==> src/rtl/lsu_if.sv <==
// rtl/lsu_if.sv - data-bus interface between the LSU (master) and memory (slave)
interface lsu_if #(
    parameter int XLEN = 32
);
    logic            mem_req_o;
    logic            mem_we_o;
    logic [XLEN-1:0] mem_addr_o;
    logic [XLEN-1:0] mem_wdata_o;
    logic [3:0]      mem_wstrb_o;
    logic            mem_gnt_i;
    logic            mem_rvalid_i;
    logic [XLEN-1:0] mem_rdata_i;

    modport master (
        output mem_req_o, mem_we_o, mem_addr_o, mem_wdata_o, mem_wstrb_o,
        input  mem_gnt_i, mem_rvalid_i, mem_rdata_i
    );

    modport slave (
        input  mem_req_o, mem_we_o, mem_addr_o, mem_wdata_o, mem_wstrb_o,
        output mem_gnt_i, mem_rvalid_i, mem_rdata_i
    );
endinterface

==> src/rtl/lsu.sv <==
// rtl/lsu.sv - load/store unit: EX handshake, data-bus FSM, load extraction and writeback
// Optional misaligned-access trap enabled by defining RISCX_LSU_MISALIGN_CHK_EN.
module lsu #(
    parameter int XLEN = 32
) (
    input  logic            clk,
    input  logic            rst,
    input  logic            valid_i,
    output logic            ready_o,
    input  logic [6:0]      opcode_i,
    input  logic [2:0]      fun3_i,
    input  logic [XLEN-1:0] alu_ret_i,
    input  logic [XLEN-1:0] rs2_data_i,
    input  logic [4:0]      rd_addr_i,
    lsu_if.master           mem,
    output logic            wb_valid_o,
    output logic            wb_we_o,
    output logic [4:0]      wb_rd_addr_o,
    output logic [XLEN-1:0] wb_data_o,
    output logic            misalign_o
);
    localparam logic [6:0] OP_LOAD  = 7'b0000011;
    localparam logic [6:0] OP_STORE = 7'b0100011;
    localparam logic [2:0] F3_B     = 3'b000;
    localparam logic [2:0] F3_H     = 3'b001;
    localparam logic [2:0] F3_W     = 3'b010;
    localparam logic [2:0] F3_BU    = 3'b100;
    localparam logic [2:0] F3_HU    = 3'b101;

    typedef enum logic [1:0] {S_IDLE, S_REQ, S_WAIT, S_DONE} state_t;

    state_t          state_q, state_d;
    logic            is_store_q, is_store_d;
    logic [2:0]      fun3_q, fun3_d;
    logic [XLEN-1:0] addr_q, addr_d;
    logic [XLEN-1:0] wdata_q, wdata_d;
    logic [XLEN-1:0] wb_data_q, wb_data_d;
    logic [4:0]      rd_q, rd_d;
    logic            wb_we_q, wb_we_d;

    logic            accept;
    logic            is_mem;
    logic            mis_acc;
    logic [2:0]      fun3_norm;
    logic            in_req;
    logic            in_done;
    logic [3:0]      strb;
    logic [XLEN-1:0] lane;

    // Unsupported size codes collapse to a word access before they are stored.
    assign fun3_norm = (fun3_i inside {F3_B, F3_H, F3_W, F3_BU, F3_HU}) ? fun3_i : F3_W;
    assign accept    = (state_q == S_IDLE) && valid_i;
    assign is_mem    = (opcode_i == OP_LOAD) || (opcode_i == OP_STORE);
    assign in_req    = (state_q == S_REQ);
    assign in_done   = (state_q == S_DONE);

    function automatic logic [XLEN-1:0] load_extract(
        input logic [2:0]      f3,
        input logic [1:0]      ofs,
        input logic [XLEN-1:0] word
    );
        logic [7:0]  b;
        logic [15:0] h;
        b = word[{ofs, 3'b000} +: 8];
        h = word[{ofs[1], 4'b0000} +: 16];
        case (f3)
            F3_B:    load_extract = {{(XLEN-8){b[7]}}, b};
            F3_BU:   load_extract = {{(XLEN-8){1'b0}}, b};
            F3_H:    load_extract = {{(XLEN-16){h[15]}}, h};
            F3_HU:   load_extract = {{(XLEN-16){1'b0}}, h};
            default: load_extract = word;
        endcase
    endfunction

`ifdef RISCX_LSU_MISALIGN_CHK_EN
    logic misalign_q, misalign_d;

    always_comb begin
        mis_acc = 1'b0;
        if (fun3_norm == F3_H || fun3_norm == F3_HU) begin
            mis_acc = alu_ret_i[0];
        end else if (fun3_norm == F3_W) begin
            mis_acc = |alu_ret_i[1:0];
        end
        misalign_d = accept ? (is_mem && mis_acc) : misalign_q;
    end

    always_ff @(posedge clk or posedge rst) begin
        if (rst) begin
            misalign_q <= 1'b0;
        end else begin
            misalign_q <= misalign_d;
        end
    end

    assign misalign_o = in_done && misalign_q;
`else
    assign mis_acc    = 1'b0;
    assign misalign_o = 1'b0;
`endif

    always_comb begin
        state_d    = state_q;
        is_store_d = is_store_q;
        fun3_d     = fun3_q;
        addr_d     = addr_q;
        wdata_d    = wdata_q;
        wb_data_d  = wb_data_q;
        rd_d       = rd_q;
        wb_we_d    = wb_we_q;
        unique case (state_q)
            S_IDLE: begin
                if (valid_i) begin
                    is_store_d = (opcode_i == OP_STORE);
                    fun3_d     = fun3_norm;
                    addr_d     = alu_ret_i;
                    wdata_d    = rs2_data_i;
                    wb_data_d  = alu_ret_i;
                    rd_d       = rd_addr_i;
                    wb_we_d    = (rd_addr_i != 5'd0) && (opcode_i != OP_STORE);
                    if (!is_mem) begin
                        state_d = S_DONE;
                    end else if (mis_acc) begin
                        state_d = S_DONE;
                        wb_we_d = 1'b0;
                    end else begin
                        state_d = S_REQ;
                    end
                end
            end
            S_REQ: begin
                // Any response beat coinciding with the grant is deliberately not sampled here.
                if (mem.mem_gnt_i) begin
                    state_d = is_store_q ? S_DONE : S_WAIT;
                end
            end
            S_WAIT: begin
                if (mem.mem_rvalid_i) begin
                    wb_data_d = load_extract(fun3_q, addr_q[1:0], mem.mem_rdata_i);
                    state_d   = S_DONE;
                end
            end
            S_DONE: begin
                state_d = S_IDLE;
            end
            default: begin
                state_d = S_IDLE;
            end
        endcase
    end

    always_ff @(posedge clk or posedge rst) begin
        if (rst) begin
            state_q    <= S_IDLE;
            is_store_q <= 1'b0;
            fun3_q     <= 3'b000;
            addr_q     <= '0;
            wdata_q    <= '0;
            wb_data_q  <= '0;
            rd_q       <= 5'd0;
            wb_we_q    <= 1'b0;
        end else begin
            state_q    <= state_d;
            is_store_q <= is_store_d;
            fun3_q     <= fun3_d;
            addr_q     <= addr_d;
            wdata_q    <= wdata_d;
            wb_data_q  <= wb_data_d;
            rd_q       <= rd_d;
            wb_we_q    <= wb_we_d;
        end
    end

    // Store lanes come only from registered state, so they hold still while waiting for grant.
    always_comb begin
        strb = 4'b1111;
        lane = wdata_q;
        case (fun3_q[1:0])
            2'b00: begin
                strb = 4'b0001 << addr_q[1:0];
                lane = {4{wdata_q[7:0]}};
            end
            2'b01: begin
                strb = addr_q[1] ? 4'b1100 : 4'b0011;
                lane = {2{wdata_q[15:0]}};
            end
            default: begin
                strb = 4'b1111;
                lane = wdata_q;
            end
        endcase
    end

    assign ready_o         = (state_q == S_IDLE);
    assign mem.mem_req_o   = in_req;
    assign mem.mem_we_o    = in_req && is_store_q;
    assign mem.mem_addr_o  = in_req ? {addr_q[XLEN-1:2], 2'b00} : '0;
    assign mem.mem_wdata_o = in_req ? lane : '0;
    assign mem.mem_wstrb_o = in_req ? strb : 4'b0000;

    assign wb_valid_o   = in_done;
    assign wb_we_o      = in_done && wb_we_q;
    assign wb_rd_addr_o = in_done ? rd_q : 5'd0;
    assign wb_data_o    = in_done ? wb_data_q : '0;
endmodule

==> src/flat_wrapper.sv <==
// flat-port wrapper written by rule: the top's interface ports become plain ports
module lsu_flat 
#(
    parameter int XLEN = 32
)
  (clk, rst, valid_i, ready_o, opcode_i, fun3_i, alu_ret_i, rs2_data_i, rd_addr_i, wb_valid_o, wb_we_o, wb_rd_addr_o, wb_data_o, misalign_o, mem_mem_req_o, mem_mem_we_o, mem_mem_addr_o, mem_mem_wdata_o, mem_mem_wstrb_o, mem_mem_gnt_i, mem_mem_rvalid_i, mem_mem_rdata_i);
  lsu_if #(.XLEN(XLEN)) mem_i ();
  input  logic clk;
  input  logic rst;
  input  logic valid_i;
  output logic ready_o;
  input  logic [6:0] opcode_i;
  input  logic [2:0] fun3_i;
  input  logic [XLEN-1:0] alu_ret_i;
  input  logic [XLEN-1:0] rs2_data_i;
  input  logic [4:0] rd_addr_i;
  output logic wb_valid_o;
  output logic wb_we_o;
  output logic [4:0] wb_rd_addr_o;
  output logic [XLEN-1:0] wb_data_o;
  output logic misalign_o;
  output wire logic [$bits(mem_i.mem_req_o)-1:0] mem_mem_req_o;
  output wire logic [$bits(mem_i.mem_we_o)-1:0] mem_mem_we_o;
  output wire logic [$bits(mem_i.mem_addr_o)-1:0] mem_mem_addr_o;
  output wire logic [$bits(mem_i.mem_wdata_o)-1:0] mem_mem_wdata_o;
  output wire logic [$bits(mem_i.mem_wstrb_o)-1:0] mem_mem_wstrb_o;
  input wire logic [$bits(mem_i.mem_gnt_i)-1:0] mem_mem_gnt_i;
  input wire logic [$bits(mem_i.mem_rvalid_i)-1:0] mem_mem_rvalid_i;
  input wire logic [$bits(mem_i.mem_rdata_i)-1:0] mem_mem_rdata_i;
  assign mem_mem_req_o = mem_i.mem_req_o;
  assign mem_mem_we_o = mem_i.mem_we_o;
  assign mem_mem_addr_o = mem_i.mem_addr_o;
  assign mem_mem_wdata_o = mem_i.mem_wdata_o;
  assign mem_mem_wstrb_o = mem_i.mem_wstrb_o;
  assign mem_i.mem_gnt_i = mem_mem_gnt_i;
  assign mem_i.mem_rvalid_i = mem_mem_rvalid_i;
  assign mem_i.mem_rdata_i = mem_mem_rdata_i;
  lsu #(.XLEN(XLEN)) u_core (.clk(clk), .rst(rst), .valid_i(valid_i), .ready_o(ready_o), .opcode_i(opcode_i), .fun3_i(fun3_i), .alu_ret_i(alu_ret_i), .rs2_data_i(rs2_data_i), .rd_addr_i(rd_addr_i), .mem(mem_i), .wb_valid_o(wb_valid_o), .wb_we_o(wb_we_o), .wb_rd_addr_o(wb_rd_addr_o), .wb_data_o(wb_data_o), .misalign_o(misalign_o));
endmodule
==> config.mk <==
export PLATFORM = sky130hd
export DESIGN_NAME = lsu_flat
export DESIGN_NICKNAME = d
export VERILOG_FILES = /design/src/rtl/lsu_if.sv /design/src/rtl/lsu.sv /design/src/flat_wrapper.sv
export SDC_FILE = /design/constraint.sdc
export NUM_CORES = 1
export LEC_CHECK = 0
export CAP_MARGIN = 20
export CORE_MARGIN = 1.5
export CORE_UTILIZATION = 45
export CTS_CLUSTER_SIZE = 16
export DETAILED_ROUTE_END_ITERATION = 10
export PLACE_DENSITY_LB_ADDON = 0.2
export SLEW_MARGIN = 40
export SYNTH_ARGS = -nofsm -noshare
export SYNTH_HDL_FRONTEND = slang
export SYNTH_SLANG_ARGS = --single-unit
==> constraint.sdc <==
create_clock -name clk -period 5.6 [get_ports clk]
set_input_delay 1.68 -clock clk [delete_from_list [all_inputs] [get_ports clk]]
set_output_delay 1.68 -clock clk [all_outputs]
set_load 0.02 [all_outputs]
# Yosys cells after proc, flatten, opt, wreduce, memory -nomap -nowiden
# Cells that the tools add are included.
dict set report classes {
  addsub 0
  mul 0
  div 0
  order_cmp 0
  n_eq_ne 17
  shifts 3
  mux 19
  bitwise_logic 0
  reduce_logical 14
}
# operator count
set ops {}
lappend ops {{32-bit 2-to-1 mux} 5}
lappend ops {{32-bit case mux with 2 select lines} 2}
lappend ops {{32-bit case mux with 4 select lines} 1}
lappend ops {{32-bit by 6-bit variable part select with 16-bit output} 1}
lappend ops {{32-bit by 6-bit variable part select with 8-bit output} 1}
lappend ops {{3-bit equality test (second input constant)} 4}
lappend ops {{5-bit nonzero test} 2}
lappend ops {{2-bit 2-to-1 mux} 4}
lappend ops {{4-bit 2-to-1 mux} 2}
lappend ops {{2-bit case mux with 4 select lines} 1}
lappend ops {{4-bit case mux with 2 select lines} 1}
lappend ops {{7-bit by 2-bit equality test with 1-bit output (second input constant)} 1}
lappend ops {{7-bit by 6-bit equality test with 1-bit output (second input constant)} 1}
lappend ops {{7-bit by 6-bit != test with 1-bit output (second input constant)} 1}
lappend ops {{3-bit by 1-bit equality test with 1-bit output (second input constant)} 2}
lappend ops {{3-bit logical NOT} 2}
lappend ops {{2-bit != test (second input constant)} 3}
lappend ops {{3-bit AND reduction} 2}
lappend ops {{5-bit 2-to-1 mux} 1}
lappend ops {{2-bit by 1-bit equality test with 1-bit output (second input constant)} 2}
lappend ops {{2-bit equality test (second input constant)} 2}
lappend ops {{2-bit logical NOT} 2}
lappend ops {{1-bit by 2-bit << shifter with 4-bit output (first input constant)} 1}
lappend ops {{3-bit by 2-bit equality test with 1-bit output (second input constant)} 1}
lappend ops {{other kinds (6)} 8}
dict set report word_totals {
  reg_bits 108
  latchBits 0
  ram_bits 0
  rom_bits 0
  inputBits 116
  elab_cells 61
  memories 0
}

# Longest topological paths before layout
dict set report logic_depth {
  depth_word 5
  depth_mapped 8
  mapped_depth_nobuf 6
}

# Least setup slack after synthesis
# OpenSTA, ideal clock, no wires.
dict set report synth_path {
  path_kind {register to output}
  start {register u_core.fun3_q[1]}
  end {output port mem_mem_wdata_o[10]}
  arrival_ns 1.666
  t_required_ns 3.920
  setup_slack_ns 2.254
  stages_incl_launch_ff 6
  n_path_buf 3
  cell_sequence {dfrtp_1 > clkbuf_1 > clkbuf_1 > buf_1 > o21ai_0 > a21boi_0}
}
dict set report synth_via {
  elab_chain_cells 3
}
# element line_no
set synth_lines {}
lappend synth_lines {{start: declaration} lsu.sv:34} ;# logic [2:0] fun3_q, fun3_d;
lappend synth_lines {{start signal: assignment} lsu.sv:165} ;# fun3_q <= fun3_d;
lappend synth_lines {{2-bit by 1-bit equality test with 1-bit output / 2-bit logical NOT (equally long branches)} lsu.sv:178} ;# case (fun3_q[1:0])
lappend synth_lines {{32-bit case mux with 2 select lines (*)} lsu.sv:178}
lappend synth_lines {{32-bit 2-to-1 mux (*)} lsu.sv:198} ;# assign mem.mem_wdata_o = in_req ? lane : '0;
lappend synth_lines {{end: declaration} flat_wrapper.sv:25} ;# output wire logic [$bits(mem_i.mem_wdata_o)-1:0] mem_mem_wdata_o;
# Mark *: on every way between the ends. The rest lies on a longest branch, timed or not.

# Final worst setup path
dict set report layout_path {
  start {register u_core.fun3_q[1]}
  end {output port mem_mem_wdata_o[15]}
}
# Same word-level chain as after synthesis.

==> results.md <==
* WP data arrival at between 2000 and 3000 ps
* Dominant cell type by area after synthesis: dfrtp_1
* Skew-Pair Late Insertion Delay at between 300 and 400 ps
* Setup Skew at 10.56 ps
* Root buffer cell: clkbuf_16
* Top-count cell post-synth: dfrtp_1
* CP endpoint kind: output port
* Largest cells by area after synthesis: dfrtp_1 (44%), mux2_2 (14%), and2_1 (7.9%)
* CP Cell Sequence: buf_4 -> nor2_1 -> nand2_1 -> a21boi_0 -> clkdlybuf4s50_1
* Leakage at between 3 and 4 nW
* Postcts setup bufs at 0
* Yosys warnings at 0
* Drt via density at around 5.5
* Die area at 14270 um2
* Max-Cap Viols at 0
* Via count of the first global-routing pass at between 5000 and 6000
* Register-to-register setup slack at roughly 3000 ps
* Synthesis-stage register bit count at between 100 and 150
* WL final at approximately 18000 um
* Setup violations, final at 0
* Final Non-Filler Cells at 982
* Post-Syn Instances at 610
* DR iter-0 viols at ~280
* Final Max Tran Viols at 0
* Crit-path max FO at between 40 and 50
* Synth Flop Type: dfrtp_1
* Wirelength per Cell at around 19 um
* Hold Crit Start: u_core.wb_we_q
* H-tree depth at 3
* Core box area at 13240 um2
* Synth top area share at about 44%
* # rows at 42
* Gpl congestion at approximately 0.87
* Largest net degree at the start of global routing at 79
* Final design utilization at around 66%
* Setup Crit Path Kind: reg2out
* HP Class: reg2reg
* Post-cts resize count at 0
* Hold Path Stages at 1
* PwrDens at between 500 and 600 nW/um2
* First-pass GRT wire length at a little under 30000 um
* Initial antenna violation count at 0
* Mean Syn Cell Area at between 10 and 15 um2
* Port Buffers at 223
* Hold Path End: u_core.wb_we_q
* Least-Margin Pin Slew at 815.1 ps
* Top cells by count, synth: dfrtp_1 (108), and2_1 (77), mux2_2 (74), nand2_1 (48), nor2_1 (45)
* All-Layer GR Usage at approximately a quarter
* Initial core utilization at 46.09%
* Status: finished, final reports clean
* CTS buffer count at 9
* CTS tree: built
* Residual DRC count at 0
* FFs w/ async S/R, synth at 100.0%
* Die Y at between 100 and 150 um
* Yosys cell types at between 40 and 50
* Worst flop-to-flop path endpoint: u_core.wb_data_q[3]
* Multi-input logic area at 3199 um2
* Hold_ws at about 480 ps
* Post-DP HPWL at between 10000 and 15000 um
* Max stage delay on crit path at roughly 640 ps
* Slew Limit Headroom at between 40% and 50%
* Min cycle time layout at 4309 ps
* Period utilization at about three quarters
* Ant diodes at 0
* Seq/Total Area, Yosys at 44.28%
* Unrepaired setup endpoints after global routing: false
* Reg2reg path depth at 6
* Worst r2r src: u_core.state_q[0]
* Post-synth EDFFs at 0
* Final setup TNS at 0 ps
* Placed cell count at between 900 and 1000
* Design area at around 8700 um2
* ANT nets after route at 0
* # fillers at 1066
* Max Clk Rate at approximately 230 MHz
* Hold-fix buffer count after cts at 0
* Reg area at ~2700 um2
* Final net count at 921
* Clock sink count at ~110
* Post-Place Cell Area at 8429 um2
* Clk buf depth at 2
* CP max stage cell: clkdlybuf4s50_1
* Via count at 5359
* Iteration count of the initial detailed-routing pass at 5
* Fin. Hold Viols at 0
* Die Wd at ~120 um
* Peak VDD IR at around 0.00027 V
* Total gr overflow at 0
* Cell Area, Synth at a little over 6000 um2
* Worst setup SP type: flip-flop
* Layout overhead on the synthesized area at 42.95%
* Share of post-route cells with drive strength above 1 at roughly 14%
* Clock slew seen by the registers of the worst setup and hold paths at roughly 70 ps
* IO Pins at 227
* Critical Path RT at ~3900 ps
## through the flow
step | setup WS (ps) | power (mW)
detailed placement | 1554 | 4.323
finish | 1291 | 4.957
CTS | 1297 | 4.982
global route | 1134 | 5.272
floorplan | 1074 | 3.258
global placement | 1513 | 4.231
## layer usage
layer  up-vias  global-route usage (%)  share of wire (%)
met5         -                       0                  0
met4         0                   10.57                2.9
met3        33                   6.705                7.5
met2       232                   43.07                 48
met1      2580                   32.42                 42
li1       2514                       -                  -
## area by class of cell
type	instances	share of cell area, %
timing repair buffer	230	26.19
sequential	108	30.99
inverter	5	0.2438
tap	176	2.524
multi-input combinational	447	36.67
clock buffer	12	2.825
clock inverter	4	0.5593
## placed cells by master (no fill, tap or decap), types with 10 or more instances in the layout
cell type	count
clkdlybuf4s50_1	223
dfrtp_1	107
and2_1	77
mux2_2	74
nand2_1	47
nor2_1	45
o21ai_0	27
mux2i_1	22
nor2b_1	21
a211oi_1	17
nor3_1	17
a21boi_0	10
## where the power goes
part	total [mW]	switching (mW)	leakage, nW	internal [mW]
combinational	2.86	1.52	2.13	1.34
clock	0.648	0.289	0.147	0.359
sequential	1.45	0.266	1.26	1.18
total	4.96	2.08	3.54	2.88
## cell families after synthesis
kind of cell | after synthesis | synth area share, %
mux | 97 | 17.63
other cells | 1 | 0.06144
compound gates | 106 | 12.85
simple gates | 237 | 20.27
flops | 108 | 44.28
buf+inv | 57 | 4.080
fa+ha+maj | 4 | 0.8200
## worst max path at each step
stage / startpoint / to / slack [ps] / cells after the start
global route: u_core.fun3_q[1] / mem_mem_wdata_o[11] / 1130 / 5
CTS: u_core.fun3_q[1] / mem_mem_wdata_o[15] / 1300 / 5
floorplan: rst / u_core.addr_q[0] / 1070 / 1
global placement: valid_i / u_core.wb_data_q[3] / 1510 / 5
finish: u_core.fun3_q[1] / mem_mem_wdata_o[15] / 1290 / 5
detailed placement: valid_i / u_core.wb_data_q[3] / 1550 / 5
## flip-flops by register name, summed over array words and instances (netlist names)
| signal | flops |
|---|---|
| u_core.addr_q | 32 |
| u_core.fun3_q | 3 |
| u_core.is_store_q | 1 |
| u_core.rd_q | 5 |
| u_core.state_q | 2 |
| u_core.wb_data_q | 32 |
| u_core.wb_we_q | 1 |
| u_core.wdata_q | 32 |
## critical path, delay by kind of cell, from the launching register on
family                 cells  cell delay, ps
buffers and inverters      2             950
and+or+nand+nor            2             750
DFF                        1             400
AOI/OAI and AO/OA          1             180
No activity file was read; power rests on OpenSTA's default activity.
